## src/rtl/riscv_pkg.sv

```systemverilog
// Shared RV32 definitions for the M-extension multiply/divide unit:
// funct3 encodings, FSM states and sign pre/post-correction helpers.
package riscv_pkg;

    localparam logic [6:0] FUNCT7_MULDIV = 7'b0000001;

    typedef enum logic [2:0] {
        OP_MUL    = 3'b000,
        OP_MULH   = 3'b001,
        OP_MULHSU = 3'b010,
        OP_MULHU  = 3'b011,
        OP_DIV    = 3'b100,
        OP_DIVU   = 3'b101,
        OP_REM    = 3'b110,
        OP_REMU   = 3'b111
    } mdu_op_e;

    typedef enum logic [1:0] {
        ST_IDLE = 2'd0,
        ST_CALC = 2'd1,
        ST_DONE = 2'd2
    } mdu_state_e;

    // Magnitude of x when it is treated as signed, otherwise x unchanged.
    function automatic logic [31:0] abs_sel(input logic [31:0] x, input logic is_signed);
        return (is_signed && x[31]) ? (~x + 32'd1) : x;
    endfunction

    function automatic logic [63:0] neg_sel(input logic [63:0] x, input logic neg);
        return neg ? (~x + 64'd1) : x;
    endfunction

endpackage

```

## src/rtl/mul_div_unit.sv

```systemverilog
// Iterative RV32M multiply/divide unit: 32 iterations per operation,
// shift-add multiply and restoring divide sharing one 64-bit work register.
module mul_div_unit
    import riscv_pkg::*;
#(
    parameter int XLEN = 32
) (
    input  logic            clk,
    input  logic            reset,
    input  logic            start,
    input  logic [2:0]      op,
    input  logic [XLEN-1:0] rs1,
    input  logic [XLEN-1:0] rs2,
    input  logic            flush,
    output logic            busy,
    output logic            done,
    output logic [XLEN-1:0] result,
    output logic [1:0]      dbg_state_o
);

    mdu_state_e  state_q, state_d;
    logic [4:0]  cnt_q, cnt_d;
    mdu_op_e     op_q, op_d;
    logic [63:0] work_q, work_d;
    logic [31:0] oper_q, oper_d;
    logic        neg_q, neg_d;
    logic        special_q, special_d;
    logic [31:0] spec_val_q, spec_val_d;
    logic [31:0] result_q, result_d;

    // Start-time decode of the incoming request.
    logic        a_signed, b_signed, in_div, in_rem, div_zero, div_ovf;
    logic [31:0] a_mag, b_mag;
    logic [63:0] ld_work;
    logic [31:0] ld_oper, ld_spec_val;
    logic        ld_neg, ld_special;

    always_comb begin
        a_signed    = (op == OP_MULH) || (op == OP_MULHSU) || (op == OP_DIV) || (op == OP_REM);
        b_signed    = (op == OP_MULH) || (op == OP_DIV) || (op == OP_REM);
        in_div      = op[2];
        in_rem      = op[2] & op[1];
        a_mag       = abs_sel(rs1, a_signed);
        b_mag       = abs_sel(rs2, b_signed);
        div_zero    = (rs2 == 32'd0);
        div_ovf     = !op[0] && (rs1 == 32'h8000_0000) && (rs2 == 32'hFFFF_FFFF);
        ld_work     = in_div ? {32'd0, a_mag} : {32'd0, b_mag};
        ld_oper     = in_div ? b_mag : a_mag;
        // Remainder follows the dividend; products and quotients follow the sign xor.
        ld_neg      = in_rem ? (a_signed & rs1[31])
                             : ((a_signed & rs1[31]) ^ (b_signed & rs2[31]));
        ld_special  = in_div && (div_zero || div_ovf);
        if (div_zero) begin
            ld_spec_val = in_rem ? rs1 : 32'hFFFF_FFFF;
        end else begin
            ld_spec_val = in_rem ? 32'd0 : 32'h8000_0000;
        end
    end

    // One iteration of the datapath and the corrected final value.
    logic [32:0] mul_sum, rem_shift, div_diff;
    logic [63:0] mul_next, div_next, iter_next, sel64, cor64;
    logic        div_ge, hi_sel, rem_sel;
    logic [31:0] fin_val;

    always_comb begin
        mul_sum   = {1'b0, work_q[63:32]} + (work_q[0] ? {1'b0, oper_q} : 33'd0);
        mul_next  = {mul_sum, work_q[31:1]};
        rem_shift = work_q[63:31];
        div_diff  = rem_shift - {1'b0, oper_q};
        div_ge    = ~div_diff[32];
        div_next  = {div_ge ? div_diff[31:0] : rem_shift[31:0], work_q[30:0], div_ge};
        iter_next = op_q[2] ? div_next : mul_next;
        hi_sel    = (op_q == OP_MULH) || (op_q == OP_MULHSU) || (op_q == OP_MULHU);
        rem_sel   = op_q[2] & op_q[1];
        if (op_q[2]) begin
            sel64 = {32'd0, rem_sel ? iter_next[63:32] : iter_next[31:0]};
        end else begin
            sel64 = iter_next;
        end
        cor64   = neg_sel(sel64, neg_q);
        if (special_q) begin
            fin_val = spec_val_q;
        end else begin
            fin_val = hi_sel ? cor64[63:32] : cor64[31:0];
        end
    end

    always_comb begin
        state_d    = state_q;
        cnt_d      = cnt_q;
        op_d       = op_q;
        work_d     = work_q;
        oper_d     = oper_q;
        neg_d      = neg_q;
        special_d  = special_q;
        spec_val_d = spec_val_q;
        result_d   = result_q;

        case (state_q)
            ST_IDLE, ST_DONE: begin
                if (start) begin
                    state_d    = ST_CALC;
                    cnt_d      = 5'd0;
                    op_d       = mdu_op_e'(op);
                    work_d     = ld_work;
                    oper_d     = ld_oper;
                    neg_d      = ld_neg;
                    special_d  = ld_special;
                    spec_val_d = ld_spec_val;
                end else begin
                    state_d = ST_IDLE;
                end
            end
            ST_CALC: begin
                work_d = iter_next;
                cnt_d  = cnt_q + 5'd1;
                if (cnt_q == 5'd31) begin
                    result_d = fin_val;
                    state_d  = ST_DONE;
                end
            end
            default: state_d = ST_IDLE;
        endcase

        // Abort wins over start and over completion; result is left untouched.
        if (flush) begin
            state_d  = ST_IDLE;
            result_d = result_q;
        end
    end

    always_ff @(posedge clk or negedge reset) begin
        if (!reset) begin
            state_q    <= ST_IDLE;
            cnt_q      <= 5'd0;
            op_q       <= OP_MUL;
            work_q     <= 64'd0;
            oper_q     <= 32'd0;
            neg_q      <= 1'b0;
            special_q  <= 1'b0;
            spec_val_q <= 32'd0;
            result_q   <= 32'd0;
        end else begin
            state_q    <= state_d;
            cnt_q      <= cnt_d;
            op_q       <= op_d;
            work_q     <= work_d;
            oper_q     <= oper_d;
            neg_q      <= neg_d;
            special_q  <= special_d;
            spec_val_q <= spec_val_d;
            result_q   <= result_d;
        end
    end

    assign busy        = (state_q == ST_CALC);
    assign done        = (state_q == ST_DONE);
    assign result      = result_q;
    assign dbg_state_o = state_q;

endmodule

```

## config.mk

```make
export PLATFORM = sky130hd
export DESIGN_NAME = mul_div_unit
export DESIGN_NICKNAME = d
export VERILOG_FILES = /design/src/rtl/riscv_pkg.sv /design/src/rtl/mul_div_unit.sv
export SDC_FILE = /design/constraint.sdc
export NUM_CORES = 1
export LEC_CHECK = 0
export ABC_AREA = 1
export CAP_MARGIN = 20
export CELL_PAD_IN_SITES_DETAIL_PLACEMENT = 1
export CELL_PAD_IN_SITES_GLOBAL_PLACEMENT = 1
export CORE_ASPECT_RATIO = 1.4
export CORE_MARGIN = 3
export CORE_UTILIZATION = 43
export DETAILED_ROUTE_END_ITERATION = 7
export PLACE_DENSITY = 0.79
export RECOVER_POWER = 50
export SLEW_MARGIN = 20
export SYNTH_ARGS = -nofsm -noshare
export SYNTH_HDL_FRONTEND = slang
export SYNTH_SLANG_ARGS = --single-unit
```

## constraint.sdc

```tcl
create_clock -name clk -period 4.71 [get_ports clk]
set_input_delay 0.471 -clock clk [delete_from_list [all_inputs] [get_ports clk]]
set_output_delay 0.471 -clock clk [all_outputs]
set_load 0.05 [all_outputs]
```

* Word-level counts from Yosys, hierarchy flattened
Index checks and enable logic that the tools add are counted.
** Word-level totals
- Flip-flop bits (word level) :: 172
- Input port bits :: 71
- Output and inout port bits :: 36
- Word-level logic and storage cells :: 84
** Cells by class
- Add/subtract/negate cells :: 6
- Eq/ne operators :: 14
- Mux-type cells :: 24
- Bitwise gates (word level) :: 10
- Reductions and logical operators :: 21
** Operators with widths (count)
- $mux W32 :: 12
- $mux W64 :: 4
- $pmux W64 S2 :: 1
- $add A32 B1 Y32 const B :: 2
- $add A64 B1 Y64 const B :: 1
- $eq A32 B32 Y1 const B :: 2
- $not A32 Y32 :: 2
- $not A64 Y64 :: 1
- $add A32 B32 Y33 :: 1
- $sub A33 B32 Y33 :: 1
- $logic_not A32 Y1 :: 1
- $pmux W5 S2 :: 1
- $eq A3 B2 Y1 const B :: 3
- $logic_or A1 B1 Y1 :: 8
- $eq A3 B1 Y1 const B :: 2
- $eq A3 B3 Y1 const B :: 2
- $add A5 B1 Y5 const B :: 1
- $eq A5 B5 Y1 const B :: 1
- $logic_and A1 B1 Y1 :: 5
- $mux W5 :: 1
- $and A1 B1 Y1 :: 4
- $mux W2 :: 2
- $pmux W2 S2 :: 1
- $reduce_and A2 Y1 :: 2
- 12 further kinds :: 14

* Logic depth before layout (Yosys ltp)
- Depth in word-level cells :: 10
- Mapped depth :: 37
- Gate-level depth less buffers :: 36

* Least setup slack after synthesis
OpenSTA, ideal clock, no wires.
- Kind :: reg-to-reg
- From :: reg work_q[0]
- To :: reg result_q[26] (netlist: result[26])
- Setup time :: 118 ps
- Arrival :: 3556 ps
- Data required time :: 4592 ps
- Path slack :: 1037 ps
- Cell stages (with the launch flop) :: 30
- Path buffers :: 2
- Clock period less this slack :: 3673 ps
- Path through :: dfrtp_1 clkbuf_1 clkbuf_1 nand2_1 inv_1 ha_1 fa_1 nand3_1 nand2_1 inv_2 nor2_1 nor2_1 o21bai_1 or2_2 nand3_1 nand2_1 nand2_1 o21ai_0 nor2_2 nand2_2 nor2_4 nand2_1 nor2_2 nand2_1 nand2_2 nand3_1 nand3_1 nand2_1 nand2_1 nand2_1
** On the way
- Word-level cells in the longest chain between the ends :: 10
** Ends and longest elaborated chain
- start, declared :: line mul_div_unit.sv:24 : logic [63:0] work_q, work_d;
- start signal, assigned :: line mul_div_unit.sv:148 : work_q <= work_d;
- $mux W32 :: line mul_div_unit.sv:67 : mul_sum = {1'b0, work_q[63:32]} + (work_q[0] ? {1'b0, oper_q} : 33'd0);
- $add A32 B32 Y33 :: line mul_div_unit.sv:67
- $mux W64 (*) :: line mul_div_unit.sv:73 : iter_next = op_q[2] ? div_next : mul_next;
- $mux W32 :: line mul_div_unit.sv:77 : sel64 = {32'd0, rem_sel ? iter_next[63:32] : iter_next[31:0]};
- $mux W64 (*) :: line mul_div_unit.sv:76 : if (op_q[2]) begin
- $not A64 Y64 :: line riscv_pkg.sv:30 : return neg ? (~x + 64'd1) : x;
- $add A64 B1 Y64 :: line riscv_pkg.sv:30
- $mux W64 (*) :: line riscv_pkg.sv:30
- $mux W32 (*) :: line mul_div_unit.sv:85 : fin_val = hi_sel ? cor64[63:32] : cor64[31:0];
- $mux W32 (*) :: line mul_div_unit.sv:82 : if (special_q) begin
- end signal, assigned :: line mul_div_unit.sv:153 : result_q <= result_d;
- end, declared :: line mul_div_unit.sv:29 : logic [31:0] result_q, result_d;
Every way passes the cells marked *; elsewhere a longest branch is shown, timed or not.
A chain may end at the register's enable or synchronous reset.

* Worst setup path in the final report
- From :: reg oper_q[8]
- To :: reg result_q[30] (netlist: result[30])
** On the way
- Word-level cells in the longest chain between the ends :: 10
- Elaborated cells on any way between the ends :: 13
- Those cells by class :: add/sub: 3; mux: 8; bitwise: 2
** Ends and longest elaborated chain
- start, declared :: line mul_div_unit.sv:25 : logic [31:0] oper_q, oper_d;
- start signal, assigned :: line mul_div_unit.sv:149 : oper_q <= oper_d;
- $sub A33 B32 Y33 or $mux W32 (tied branches) :: line mul_div_unit.sv:70, mul_div_unit.sv:67
- $mux W32, or another cell as far along :: line mul_div_unit.sv:72 : div_next = {div_ge ? div_diff[31:0] : rem_shift[31:0], work_q[30:0], div_ge};
- $mux W64 (*) :: line mul_div_unit.sv:73
- $mux W32 :: line mul_div_unit.sv:77
- $mux W64 (*) :: line mul_div_unit.sv:76
- $not A64 Y64 :: line riscv_pkg.sv:30
- $add A64 B1 Y64 :: line riscv_pkg.sv:30
- $mux W64 (*) :: line riscv_pkg.sv:30
- $mux W32 (*) :: line mul_div_unit.sv:85
- $mux W32 (*) :: line mul_div_unit.sv:82
Marks and branches as above.

==> impl_metrics.ini <==
[grt]
antenna_found_initial = 0
grt_pass1_vias = 23700
grt_util_met2_pct = 69.6
grt_pass1_wl_mm = 143
overflow = 0
grt_max_degree = 105
met3_usage_pct = 5.59
track_usage_pct = 41.8
grt-busiest-layer = met2
globalRouteMet1Util_pct = 47.4

[placement]
place_worst_setup_slack_ns = -0.110
dp_hpwl_mm = 78.7
place.gp.congestion = 1.11
place_area_um2 = 20700
dp.cells = 3773
portBuffers = 106

[route]
drtIter0Drc = 1747
avgRoutedWirePerCell_um = 25.5
wl_mm = 97.2
vias_per_cell = 5.95
drc = 0
antenna_left = 0
vias = 22700
drt_pass1_iterations = 7

[clock_network]
clkTransAtPathRegs_ns = 0.09
htreeDepth = 4
clk_latency_ns = 0.48
cts_buffers = 17
ctsHoldBuffers = 0
root_buffer = clkbuf_16
clkSinkCount = 172
cts_tree = built
cts.path.max_buffers = 2

[min_path]
hold_class = reg2reg

[setup_path]
timing.critical_path.buf_inv = 3
critical_path_peak_fanout = 12
path_class = reg2reg
endpoint_kind = flip-flop
arrival_ns = 4.91
cp_slowest_cell = dfrtp_1
path_delay_family = simple AND/OR/NAND/NOR gates
required_ns = 5.09
cpMostUsedCell = nand2_1
crit_path_max_incr_delay_ns = 0.51
start_kind = flip-flop
r2r_setup_slack_ns = 0.18

[run_status]
violations = max-capacitance violations, max-slew violations
outcome = finished with violations

[yosys]
synth_edf_count = 0
synthArstFlopShare_pct = 100
synth_cells = 3101
synth_adder_area_share_pct = 5.00
synth.area.mux_share_pct = 0
ys_seq_area_share_pct = 23.5
ys_types = 55
ys.flop_type = dfrtp_1
ys_warn_count = 0
yosys.area_share.xor_xnor_pct = 4.20
synth_top_family_by_area = simple AND/OR/NAND/NOR gates
synthSimpleGateAreaFrac_pct = 39.8
syn_nets = 3244
synth_seq_cells = 172
synth_compound_area_share_pct = 15.3
syn_area_um2 = 18300
syn_area_per_cell_um2 = 5.90

[pwr]
power.leakage_nw = 11.4
pwr-share-comb_pct = 72.0
clkPwrFrac_pct = 11.6
power_switching_w = 0.00781
pwr-share-seq_pct = 16.4
internal_power_w = 0.00543
peakVddDrop_mv = 0.377
power_per_cell_area_nw_per_um2 = 616
p_total_w = 0.0132
p_sw_share_pct = 59.0

[final_layout]
nFillCells = 5876
drive_gt1_share_pct = 9.38
area_delta_synth_final_pct = 17.4
finalInstanceArea_um2 = 21500
nNetsFinal = 3403
diodes = 0
layout.cells.non_filler = 3813

[sta]
period_minus_slack_ns = 4.53
fmax_mhz = 221
slew_viol_final = 85
hold_violations = 0
layout_setup_ws_ns = 0.175
tns_ns = 0
final-setup-viol-count = 0
relSlewSlack_pct = -70.4
finalCritPeriodShare_pct = 96.3
skew_ns = 0.0239
worst_pin_slew_ns = 2.56

[die]
die_x_um = 180
rows = 88
start_util_pct = 44.0
die_h_um = 250
die_area_um2 = 45100
io_pins = 107
core_um2 = 41600

[flow_run]
drv_cap = 1
-- kinds of logic (layout without fill, tap and decap cells) --
kind of cell,count (synthesis),in the layout
compound gates,475,475
xor+xnor,87,87
fa+ha+maj,72,72
buf+inv,579,747
flops,172,172
simple gates,1716,1720
-- per-layer routing --
layer  vias to the layer above  wire [µm]  part of all wire [%]
li1                      10300          -                     -
met1                     11000      35600                    37
met2                      1082      44900                    46
met3                       400       6230                   6.4
met4                         0      10400                    11
met5                         -          0                     0
-- worst register-to-register path, delay by kind of cell, from the launching register on --
kind,cells,cell delay (ns)
AO/OA/AOI/OAI,1,0.09
adder cells (fa/ha/maj),1,0.40
buffers and inverters,3,0.29
flip-flops,1,0.51
AND/OR/NAND/NOR,24,3.17
-- timing repair --
| item | CTS | global route |
|---|---|---|
| setup endpoints to repair | 9 | 32 |
| pin swaps | 1 | 3 |
| cloned | 0 | 4 |
| gates resized for setup | 8 | 35 |
| setup buffers | 0 | 4 |
-- metrics by stage --
stage / utilization, % / hold WS (ns)
2_1_floorplan: - / 0.175
6_report: 51.6 / 0.491
3_3_place_gp: 49.7 / 0.462
4_1_cts: 51.2 / 0.129
3_5_place_dp: 49.7 / 0.469
5_1_grt: 51.6 / 0.499
-- Yosys cell counts (3+ instances only) --
cell type / number / area share (%)
xor2_1: 53 / 2.5
nand2_4: 8 / 0.49
o21ai_1: 17 / 0.46
a221oi_1: 12 / 0.57
a22oi_1: 14 / 0.57
o221ai_1: 18 / 0.86
clkbuf_1: 82 / 1.7
o211ai_1: 8 / 0.33
nor2_2: 13 / 0.44
nand2_1: 984 / 20
nor2_4: 10 / 0.62
o22ai_1: 38 / 1.3
ha_1: 70 / 4.8
buf_2: 12 / 0.33
and2_1: 3 / 0.10
dfrtp_1: 172 / 24
nand2_2: 36 / 1.2
buf_6: 3 / 0.18
or2_2: 6 / 0.21
a22o_1: 3 / 0.14
o2111ai_1: 7 / 0.33
o21bai_1: 12 / 0.49
nand3b_1: 15 / 0.62
nor3_1: 56 / 1.5
o21ai_0: 172 / 4.7
nand3_2: 8 / 0.44
a21oi_2: 10 / 0.48
nor2_1: 310 / 6.4
nor4_1: 10 / 0.34
inv_1: 462 / 9.5
a21boi_1: 3 / 0.12
buf_1: 7 / 0.14
inv_2: 6 / 0.12
nand3_1: 219 / 6.0
nand4_1: 38 / 1.3
a21o_1: 4 / 0.16
a31oi_1: 4 / 0.14
clkinv_1: 6 / 0.12
a21boi_0: 5 / 0.21
a21oi_1: 132 / 3.6
xnor2_1: 33 / 1.6
-- power by group through the flow --
stage                     clock network [W]  logic [W]  registers, W
after CTS                           0.00153    0.00899       0.00213
after floorplan                           0    0.00555       0.00191
after global placement                    0    0.00864       0.00215
after detailed placement                  0    0.00890       0.00216
final                               0.00153    0.00953       0.00217
after global routing                0.00159     0.0102       0.00216
-- flip-flops by register name (all words and copies together) (netlist names) --
register and flops:
oper_q 32, neg_q 1, work_q 64, dbg_state_o 2, result 32, spec_val_q 32
cnt_q 5, special_q 1, op_q 3
-- final cells by class --
type / instances / area (µm²) / share of cell area [%]
multi-input cells: 2354 / 12000 / 55.8
flip-flops and latches: 172 / 4310 / 20.1
repair buffers: 241 / 2120 / 9.89
inverters: 474 / 1780 / 8.28
well taps: 540 / 676 / 3.14
clock buffers: 17 / 425 / 1.98
clock inverters: 15 / 173 / 0.803
-- final timing paths --
check	startpoint	end	cells past startpoint
min	result[21]$_DFFE_PN0P_	result[21]$_DFFE_PN0P_	2
max	oper_q[8]$_DFFE_PN0P_	result[30]$_DFFE_PN0P_	29
max in group asynchronous	reset	op_q[2]$_DFFE_PN0P_	1
max reg2reg	oper_q[8]$_DFFE_PN0P_	result[30]$_DFFE_PN0P_	29
min in group asynchronous	reset	work_q[9]$_DFFE_PN0P_	1
min reg2reg	result[21]$_DFFE_PN0P_	result[21]$_DFFE_PN0P_	2
-- layout by cell type, fill, tap and decap left out, types with 33 or more instances in the layout --
cell | netlist | layout
nand3_1 | 219 | 214
dfrtp_1 | 172 | 166
xnor2_1 | 33 | 33
inv_1 | 462 | 461
nand4_1 | 38 | 38
o21ai_0 | 172 | 166
nor2_1 | 310 | 306
o22ai_1 | 38 | 38
nand2_2 | 36 | 40
nor3_1 | 56 | 55
a21oi_1 | 132 | 124
buf_4 | 0 | 128
nand2_1 | 984 | 979
clkdlybuf4s50_1 | 0 | 91
ha_1 | 70 | 70
xor2_1 | 53 | 53
Power figures use the tool's default switching activity.
